--- config.mk ---
export PLATFORM = sky130hd
export DESIGN_NAME = scoreboard_regfile_flat
export DESIGN_NICKNAME = d
export VERILOG_FILES = /design/src/rtl/scoreboard_regfile_pkg.sv /design/src/rtl/scoreboard_regfile_if.sv /design/src/rtl/sb_counter.sv /design/src/rtl/scoreboard_regfile.sv /design/src/flat_wrapper.sv
export SDC_FILE = /design/constraint.sdc
export NUM_CORES = 1
export LEC_CHECK = 0
export BUFFER_PORTS_ARGS = -buffer_cell sky130_fd_sc_hd__buf_4
export CELL_PAD_IN_SITES_DETAIL_PLACEMENT = 0
export CELL_PAD_IN_SITES_GLOBAL_PLACEMENT = 1
export CORE_UTILIZATION = 30
export DETAILED_ROUTE_END_ITERATION = 8
export GPL_TIMING_DRIVEN = 0
export HOLD_SLACK_MARGIN = 0.1
export PLACE_DENSITY_LB_ADDON = 0.1
export SYNTH_ARGS = -nofsm -noshare
export SYNTH_HDL_FRONTEND = slang
export SYNTH_SLANG_ARGS = --single-unit
--- constraint.sdc ---
create_clock -name clk -period 4.42 [get_ports clk]
set_input_delay 0.442 -clock clk [delete_from_list [all_inputs] [get_ports clk]]
set_output_delay 0.442 -clock clk [all_outputs]
set_load 0.02 [all_outputs]
--- src/rtl/scoreboard_regfile_pkg.sv ---
// rtl/scoreboard_regfile_pkg.sv - shared processor constants for the scoreboarded register file
package scoreboard_regfile_pkg;

   // Default data width of every architectural register
   localparam int XLEN_DEF  = 16;
   // Default number of architectural registers (x0 hardwired to zero)
   localparam int NREGS_DEF = 32;
   // Register-index width for the default register count
   localparam int REG_AW    = $clog2(NREGS_DEF);
   // Default width of each pending-write counter
   localparam int CNTW_DEF  = 2;

endpackage

--- src/rtl/scoreboard_regfile_if.sv ---
// rtl/scoreboard_regfile_if.sv - read, issue and writeback bus of the scoreboarded register file
interface scoreboard_regfile_if
   import scoreboard_regfile_pkg::*;
#(
   parameter int XLEN  = XLEN_DEF,
   parameter int NREGS = NREGS_DEF,
   parameter int NRD   = 2
);
   localparam int AW = $clog2(NREGS);

   logic [NRD*AW-1:0]   rd_addr;
   logic [NRD*XLEN-1:0] rd_data;
   logic [NRD-1:0]      rd_busy;
   logic                iss_valid;
   logic [AW-1:0]       iss_rd;
   logic                iss_ready;
   logic                wb_en;
   logic [AW-1:0]       wb_addr;
   logic [XLEN-1:0]     wb_data;
   logic                flush;

   // Pipeline side: drives addresses, issues and writebacks
   modport master (
      output rd_addr, iss_valid, iss_rd, wb_en, wb_addr, wb_data, flush,
      input  rd_data, rd_busy, iss_ready
   );

   // Register file side
   modport slave (
      input  rd_addr, iss_valid, iss_rd, wb_en, wb_addr, wb_data, flush,
      output rd_data, rd_busy, iss_ready
   );
endinterface

--- src/rtl/sb_counter.sv ---
// rtl/sb_counter.sv - saturating up/down pending-write counter for one register
module sb_counter #(
   parameter int CNTW = 2
) (
   input  logic            clk,
   input  logic            reset,
   input  logic            clr,
   input  logic            inc,
   input  logic            dec,
   output logic [CNTW-1:0] cnt
);

   // Count issues up and writebacks down; simultaneous inc/dec cancel, clear wins over both
   always_ff @(posedge clk) begin
      if (reset || clr) begin
         cnt <= '0;
      end else if (inc && !dec) begin
         if (cnt != '1) begin
            cnt <= cnt + CNTW'(1);
         end
      end else if (dec && !inc) begin
         if (cnt != '0) begin
            cnt <= cnt - CNTW'(1);
         end
      end
   end

endmodule

--- src/rtl/scoreboard_regfile.sv ---
// rtl/scoreboard_regfile.sv - flop-based register file with per-register pending-write scoreboard
module scoreboard_regfile
   import scoreboard_regfile_pkg::*;
#(
   parameter int XLEN  = XLEN_DEF,
   parameter int NREGS = NREGS_DEF,
   parameter int NRD   = 2,
   parameter int CNTW  = CNTW_DEF
) (
   input logic                  clk,
   input logic                  reset,
   scoreboard_regfile_if.slave  bus
);

   localparam int              AW   = $clog2(NREGS);
   localparam logic [CNTW-1:0] CMAX = '1;

   logic [XLEN-1:0]             regs [NREGS];
   logic [NREGS-1:0][CNTW-1:0]  cnt;
   logic                        wb_live;
   logic                        wb_hits_iss;
   logic                        iss_ok;

   // A writeback only has architectural effect when it targets a real register
   assign wb_live     = bus.wb_en && (bus.wb_addr != '0);
   assign wb_hits_iss = wb_live && (bus.wb_addr == bus.iss_rd);
   assign iss_ok      = bus.iss_valid && bus.iss_ready;

   // Stall issue only when the destination counter is full and nothing drains it this cycle
   assign bus.iss_ready = !((bus.iss_rd != '0) && (cnt[bus.iss_rd] == CMAX) && !wb_hits_iss);

   // x0 never has writes outstanding
   assign cnt[0] = '0;

   generate
      for (genvar i = 1; i < NREGS; i++) begin : g_cnt
         logic inc_i;
         logic dec_i;
         assign inc_i = iss_ok && (bus.iss_rd == AW'(i));
         assign dec_i = bus.wb_en && (bus.wb_addr == AW'(i));
         sb_counter #(.CNTW(CNTW)) u_cnt (
            .clk   (clk),
            .reset (reset),
            .clr   (bus.flush),
            .inc   (inc_i),
            .dec   (dec_i),
            .cnt   (cnt[i])
         );
      end
   endgenerate

   // Register storage: reset clears everything, writebacks to x0 are dropped
   always_ff @(posedge clk) begin
      if (reset) begin
         for (int i = 0; i < NREGS; i++) begin
            regs[i] <= '0;
         end
      end else if (wb_live) begin
         regs[bus.wb_addr] <= bus.wb_data;
      end
   end

   // Read ports with write-first bypass; busy hides a counter that this cycle's writeback retires
   always_comb begin
      bus.rd_data = '0;
      bus.rd_busy = '0;
      for (int p = 0; p < NRD; p++) begin
         logic [AW-1:0]   ra;
         logic [CNTW-1:0] rc;
         logic            hit;
         ra  = bus.rd_addr[p*AW +: AW];
         rc  = cnt[ra];
         hit = bus.wb_en && (bus.wb_addr == ra);
         if (ra == '0) begin
            bus.rd_data[p*XLEN +: XLEN] = '0;
         end else if (hit) begin
            bus.rd_data[p*XLEN +: XLEN] = bus.wb_data;
         end else begin
            bus.rd_data[p*XLEN +: XLEN] = regs[ra];
         end
         bus.rd_busy[p] = (ra != '0) && (rc != '0) && !((rc == CNTW'(1)) && hit);
      end
   end

endmodule

--- src/flat_wrapper.sv ---
// flat-port wrapper written by rule: the top's interface ports become plain ports
module scoreboard_regfile_flat import scoreboard_regfile_pkg::*;
#(
   parameter int XLEN  = XLEN_DEF,
   parameter int NREGS = NREGS_DEF,
   parameter int NRD   = 2,
   parameter int CNTW  = CNTW_DEF
)
  (clk, reset, bus_rd_addr, bus_iss_valid, bus_iss_rd, bus_wb_en, bus_wb_addr, bus_wb_data, bus_flush, bus_rd_data, bus_rd_busy, bus_iss_ready);
  scoreboard_regfile_if #(.XLEN(XLEN), .NREGS(NREGS), .NRD(NRD)) bus_i ();
  input logic clk;
  input logic reset;
  input wire logic [$bits(bus_i.rd_addr)-1:0] bus_rd_addr;
  input wire logic [$bits(bus_i.iss_valid)-1:0] bus_iss_valid;
  input wire logic [$bits(bus_i.iss_rd)-1:0] bus_iss_rd;
  input wire logic [$bits(bus_i.wb_en)-1:0] bus_wb_en;
  input wire logic [$bits(bus_i.wb_addr)-1:0] bus_wb_addr;
  input wire logic [$bits(bus_i.wb_data)-1:0] bus_wb_data;
  input wire logic [$bits(bus_i.flush)-1:0] bus_flush;
  output wire logic [$bits(bus_i.rd_data)-1:0] bus_rd_data;
  output wire logic [$bits(bus_i.rd_busy)-1:0] bus_rd_busy;
  output wire logic [$bits(bus_i.iss_ready)-1:0] bus_iss_ready;
  assign bus_i.rd_addr = bus_rd_addr;
  assign bus_i.iss_valid = bus_iss_valid;
  assign bus_i.iss_rd = bus_iss_rd;
  assign bus_i.wb_en = bus_wb_en;
  assign bus_i.wb_addr = bus_wb_addr;
  assign bus_i.wb_data = bus_wb_data;
  assign bus_i.flush = bus_flush;
  assign bus_rd_data = bus_i.rd_data;
  assign bus_rd_busy = bus_i.rd_busy;
  assign bus_iss_ready = bus_i.iss_ready;
  scoreboard_regfile #(.XLEN(XLEN), .NREGS(NREGS), .NRD(NRD), .CNTW(CNTW)) u_core (.clk(clk), .reset(reset), .bus(bus_i));
endmodule
; ---- Word-level counts from Yosys, hierarchy flattened
; Memories as Yosys holds them, arrays and structs flattened.
; Cells that the tools add are included.
[op_classes]
addsub = 62
order_cmp = 3
n_eq_ne = 130
n_mux = 142
n_reduce_logical = 337
[op_table]
columns = operator, n
row1 = 2-to-1 mux 2 bit, 127
row2 = nonzero test 2 bit, 95
row3 = equality test 5 bit (second input constant), 32
row4 = logical AND 1 bit, 137
row5 = AND reduction 3 bit, 31
row6 = equality test 5 x 4 -> 1 bit (second input constant), 16
row7 = 2-to-1 mux 16 bit, 5
row8 = zero test 1 bit, 66
row9 = adder 2 x 1 -> 2 bit (second input constant), 31
row10 = != test 2 x 1 -> 1 bit (second input constant), 31
row11 = != test 2 bit (second input constant), 31
row12 = subtractor 2 x 1 -> 2 bit (second input constant), 31
row13 = equality test 5 x 3 -> 1 bit (second input constant), 8
row14 = binary-select mux 2 bit (select 5 bit), 3
row15 = equality test 5 x 2 -> 1 bit (second input constant), 4
row16 = nonzero test 5 bit, 4
row17 = < comparator 5 x 6 -> 1 bit (second input constant), 3
row18 = OR reduction 16 bit, 1
row19 = equality test 5 bit, 3
row20 = equality test 5 x 1 -> 1 bit (second input constant), 2
row21 = zero test 5 bit, 2
row22 = 2-to-1 mux 1 bit, 6
row23 = 2-to-1 mux 5 bit, 1
row24 = equality test 2 x 1 -> 1 bit (second input constant), 2
row25 = other kinds (2), 2
[totals]
ff_bits = 62
ram_bits = 512
input_bits = 41
out_inout_bits = 35
wordCells = 706
memories = 1
[mem_list]
columns = name, depth, width, read_ports, rd_clocked_by_memory_dff, wr, line_no
row1 = u_core.regs, 32, 16, 2, 0, 32, scoreboard_regfile.sv:18  ; logic [XLEN-1:0] regs [NREGS];

; ---- Longest topological paths before layout
[logic_depth]
ltp_word = 12
ltp_mapped = 12

; ---- Modules after synthesis
; A second synthesis with hierarchy kept.
[unflattened]
hier_cells = 2365
hier_area_um2 = 33286.9
[modules_own_cells]
columns = module, n_inst, cells_each, area_each_um2, seq_area_each_um2
row1 = scoreboard_regfile, 1, 1993, 29602.1, 15374.7
row2 = sb_counter, 31, 12, 118.9, 40.0

; ---- Worst setup path after synthesis
; OpenSTA, ideal clock, no wires.
[synth_timing]
path_kind = input to output
startpoint = input bus_rd_addr[1]
endpoint = output bus_rd_data[0]
arrival_time_ps = 2363
t_required_ps = 3978
setup_slack_ps = 1615
path_stages = 8
path_cell_list = buf_2 -> buf_2 -> buf_2 -> buf_2 -> a21oi_1 -> a22oi_1 -> a31oi_1 -> o41ai_1
[synth_between]
elab_chain_cells = 4
elab_cells_between_ends = 6
classes_between = eq/ne: 1 / mux: 2 / reduce/logical: 2 / memory: 1
[synth_rtl]
columns = item, line_no
row1 = "start, declared", flat_wrapper.sv:13  ; input wire logic [$bits(bus_i.rd_addr)-1:0] bus_rd_addr;
row2 = branches (longest 3 deep; another with memory read (32 x 16 bit)), --
row3 = 2-to-1 mux 16 bit *, scoreboard_regfile.sv:74  ; if (ra == '0) begin
row4 = "end, declared", flat_wrapper.sv:20  ; output wire logic [$bits(bus_i.rd_data)-1:0] bus_rd_data;
; Mark *: on every way between the ends.

; ---- Worst setup path in the final report
[layout_timing]
startpoint = input bus_rd_addr[1]
endpoint = output bus_rd_data[15]
; The elaborated chain is that of the path after synthesis.

==> qor.yml <==
synth_area_leaders: "edfxtp_1, mux4_2, and2_1, dfxtp_1, mux2_2"
nets: 2767
maxCapViolCount: 0
drt_iter0_markers: 2214
yosysUniqueCellTypes: 63
ys_ff_latch: 574
setup_slack_ns: -0.0202
antenna_found_initial: 9
cts_tree: "built"
tightest_slew_ns: 1.37
highest_layer: "met5"
whs_path_depth: 2
postRouteAntennaNets: 0
clkPwrFrac: 0.413
post-route-period-util: 1.00
dieWidth_um: 336
die_area_mm2: 0.113
fmax_ghz: 0.225
synth_flop_cell: "edfxtp_1"
critical_path_required_ns: 3.98
final_cell_mix: "edfxtp_1, and2_1, mux4_2"
dr.pass1.iters: 6
final_util: 0.345
area_growth_pct: 14.4
total_power_w: 0.0142
clk_latency_ns: 0.64
relSlewSlack: 0.0873
htreeDepth: 3
gp_congestion: 0.945
seqPwrFrac: 0.444
dr_wl_met3_mm: 6.60
min_period_ns: 4.44
grt.overflow.total: 0
dp_hpwl_mm: 110
drive_above_1_share: 0.236
nFillCells: 10900
syn-instance-count: 2541
synth_edf_count: 512
r2r-start: "u_core.g_cnt[25].u_cnt.cnt[0]$_SDFFE_PP0P_"
crit_type: "primary input to primary output"
hold_path.class: "primary input to flip-flop"
syn_area_mm2: 0.0334
clk_transition_reported_paths_ns: 0.06
p_int_w: 0.0103
wl_per_cell_um: 34.6
combPwrFrac: 0.143
hold_start: "bus_wb_data[13]"
crit_fanout: 10
die_h_um: 336
power_density_mw_per_mm2: 372
setup_viol: 2
ctsLongestPathBuffers: 3
cts.sinks: 574
hold_end: "u_core.regs[7][13]$_SDFFCE_PN0P_"
synth_seq_area_share: 0.498
synth.top_cell.area_share: 0.461
r2r-end: "u_core.g_cnt[25].u_cnt.cnt[0]$_SDFFE_PP0P_"
violations: "negative setup slack"
synth_top_area_cell: "edfxtp_1"
rsz0062_at_grt: "no"
route.layer.met1.wl_mm: 60.1
detailed_place.area_mm2: 0.0358
finalMaxSlewViolations: 0
ios: 76
portBuffers: 63
stdcell_area_mm2: 0.0382
yosys_warnings: 0
reg2reg_depth: 10
wl_met2_mm: 72.1
cts_made_buffers: 74
synth.avg_cell_area_um2: 13.1
hold_violations: 0
viasPerCell: 5.52
start_util: 0.302
vias: 23400
core-area_mm2: 0.111
grt_max_degree: 17
drc_errors: 0
track_usage: 0.260
cts_setup_buffers: 0
p_leak_nw: 12.8
cp-end-kind: "primary output"
wl_mm: 146
rrSetupSlack_ns: 1.38
crit_arrival_ns: 4.00
cts-root-buf: "clkbuf_16"
final_common_cell: "edfxtp_1"
swShare: 0.278
ir_worst_vdd_mv: 0.267
grt_pass1_wl_mm: 197
crit_path_start_kind: "primary input"
ys_async_sr_fraction: 0
core.rowCount: 122
p_switching_w: 0.00394
status: "complete, but fails checks"
grt_pass1_vias: 23700
fin_skew_ns: 0.0140
n_antenna_cell: 0
## routing by layer
| metal | global-route usage | up-vias |
|---|---|---|
| met5 | 0 | - |
| li1 | - | 9943 |
| met1 | 0.328 | 12300 |
| met3 | 0.0340 | 257 |
| met4 | 0.120 | 6 |
| met2 | 0.442 | 863 |
## state kept, by name, summed over array words and instances (netlist names)
name,flops
u_core.regs,512
u_core.g_cnt.u_cnt.cnt,62
## worst max-delay path by stage
stage / start / to / slack (ns) / depth (start not counted)
2_1_floorplan: bus_rd_addr[1] / bus_rd_data[0] / 1.61 / 8
5_1_grt: bus_rd_addr[1] / bus_rd_data[6] / 0.04 / 10
4_1_cts: bus_rd_addr[1] / bus_rd_data[14] / 0.001 / 10
3_5_place_dp: bus_rd_addr[1] / bus_rd_data[5] / -0.87 / 10
3_3_place_gp: bus_rd_addr[1] / bus_rd_data[5] / -0.88 / 10
6_report: bus_rd_addr[1] / bus_rd_data[15] / -0.02 / 10
## cell families after synthesis
kind of cell,Yosys count,share of synthesized area
AND/OR/NAND/NOR,915,0.156
flip-flops,574,0.498
multiplexers,413,0.232
AO/OA/AOI/OAI,343,0.0652
buffers and inverters,249,0.0336
adder cells (fa/ha/maj),31,0.0116
XOR/XNOR,15,0.00394
other,1,0.000112
## repair_timing
item	in CTS	in global routing
resized for setup	13	14
endpoints found under the setup margin	23	10
cloned	0	0
hold buffers	0	0
## worst max-delay path: stages
cell      delay [ns]
buf_4           0.11
buf_2           0.32
or3_1           0.57
clkbuf_2        0.42
buf_2           0.44
o22ai_1         0.20
a211o_1         0.25
a21oi_1         0.10
o31ai_1         0.81
buf_4           0.29
## layout make-up
class	count	area, um2	share of cell area
clock inverters	35	308	0.00806
flip-flops and latches	574	16600	0.435
well taps	1488	1860	0.0488
repair buffers	63	473	0.0124
clock buffers	95	1980	0.0519
multi-input cells	1733	15800	0.413
inverters	27	101	0.00265
plain buffers	222	1050	0.0275
## synthesized netlist by cell type (27+ instances only)
cell	instances
nand2b_1	53
nand2_1	117
and2_1	499
or2_2	35
buf_4	27
o21ai_0	73
dfxtp_1	62
ha_1	31
mux2i_1	64
clkbuf_1	134
mux2_2	69
nor2_1	88
a21oi_1	83
edfxtp_1	512
buf_2	45
nor2b_1	50
mux4_2	278
o22ai_1	61
## metrics by stage
stage / setup WS (ns) / hold WS [ns] / cells / setup TNS (ns)
6_report: -0.0202 / 0.170 / 4237 / -0.0314
5_1_grt: 0.0395 / 0.158 / 4237 / 0
4_1_cts: 0.00110 / 0.139 / 4237 / 0
3_5_place_dp: -0.869 / 0.526 / 4107 / -5.93
3_3_place_gp: -0.884 / 0.518 / 4107 / -5.90
2_1_floorplan: 1.61 / 0.483 / 2556 / 0
## power by group through the flow
stage / combinational, W / clock, W / sequential (W)
6_report: 0.00204 / 0.00587 / 0.00630
5_1_grt: 0.00209 / 0.00615 / 0.00633
4_1_cts: 0.00204 / 0.00597 / 0.00630
3_5_place_dp: 0.00203 / 0 / 0.00642
3_3_place_gp: 0.00202 / 0 / 0.00640
2_1_floorplan: 0.00111 / 0 / 0.00635
No activity file was read; power rests on OpenSTA's default activity.
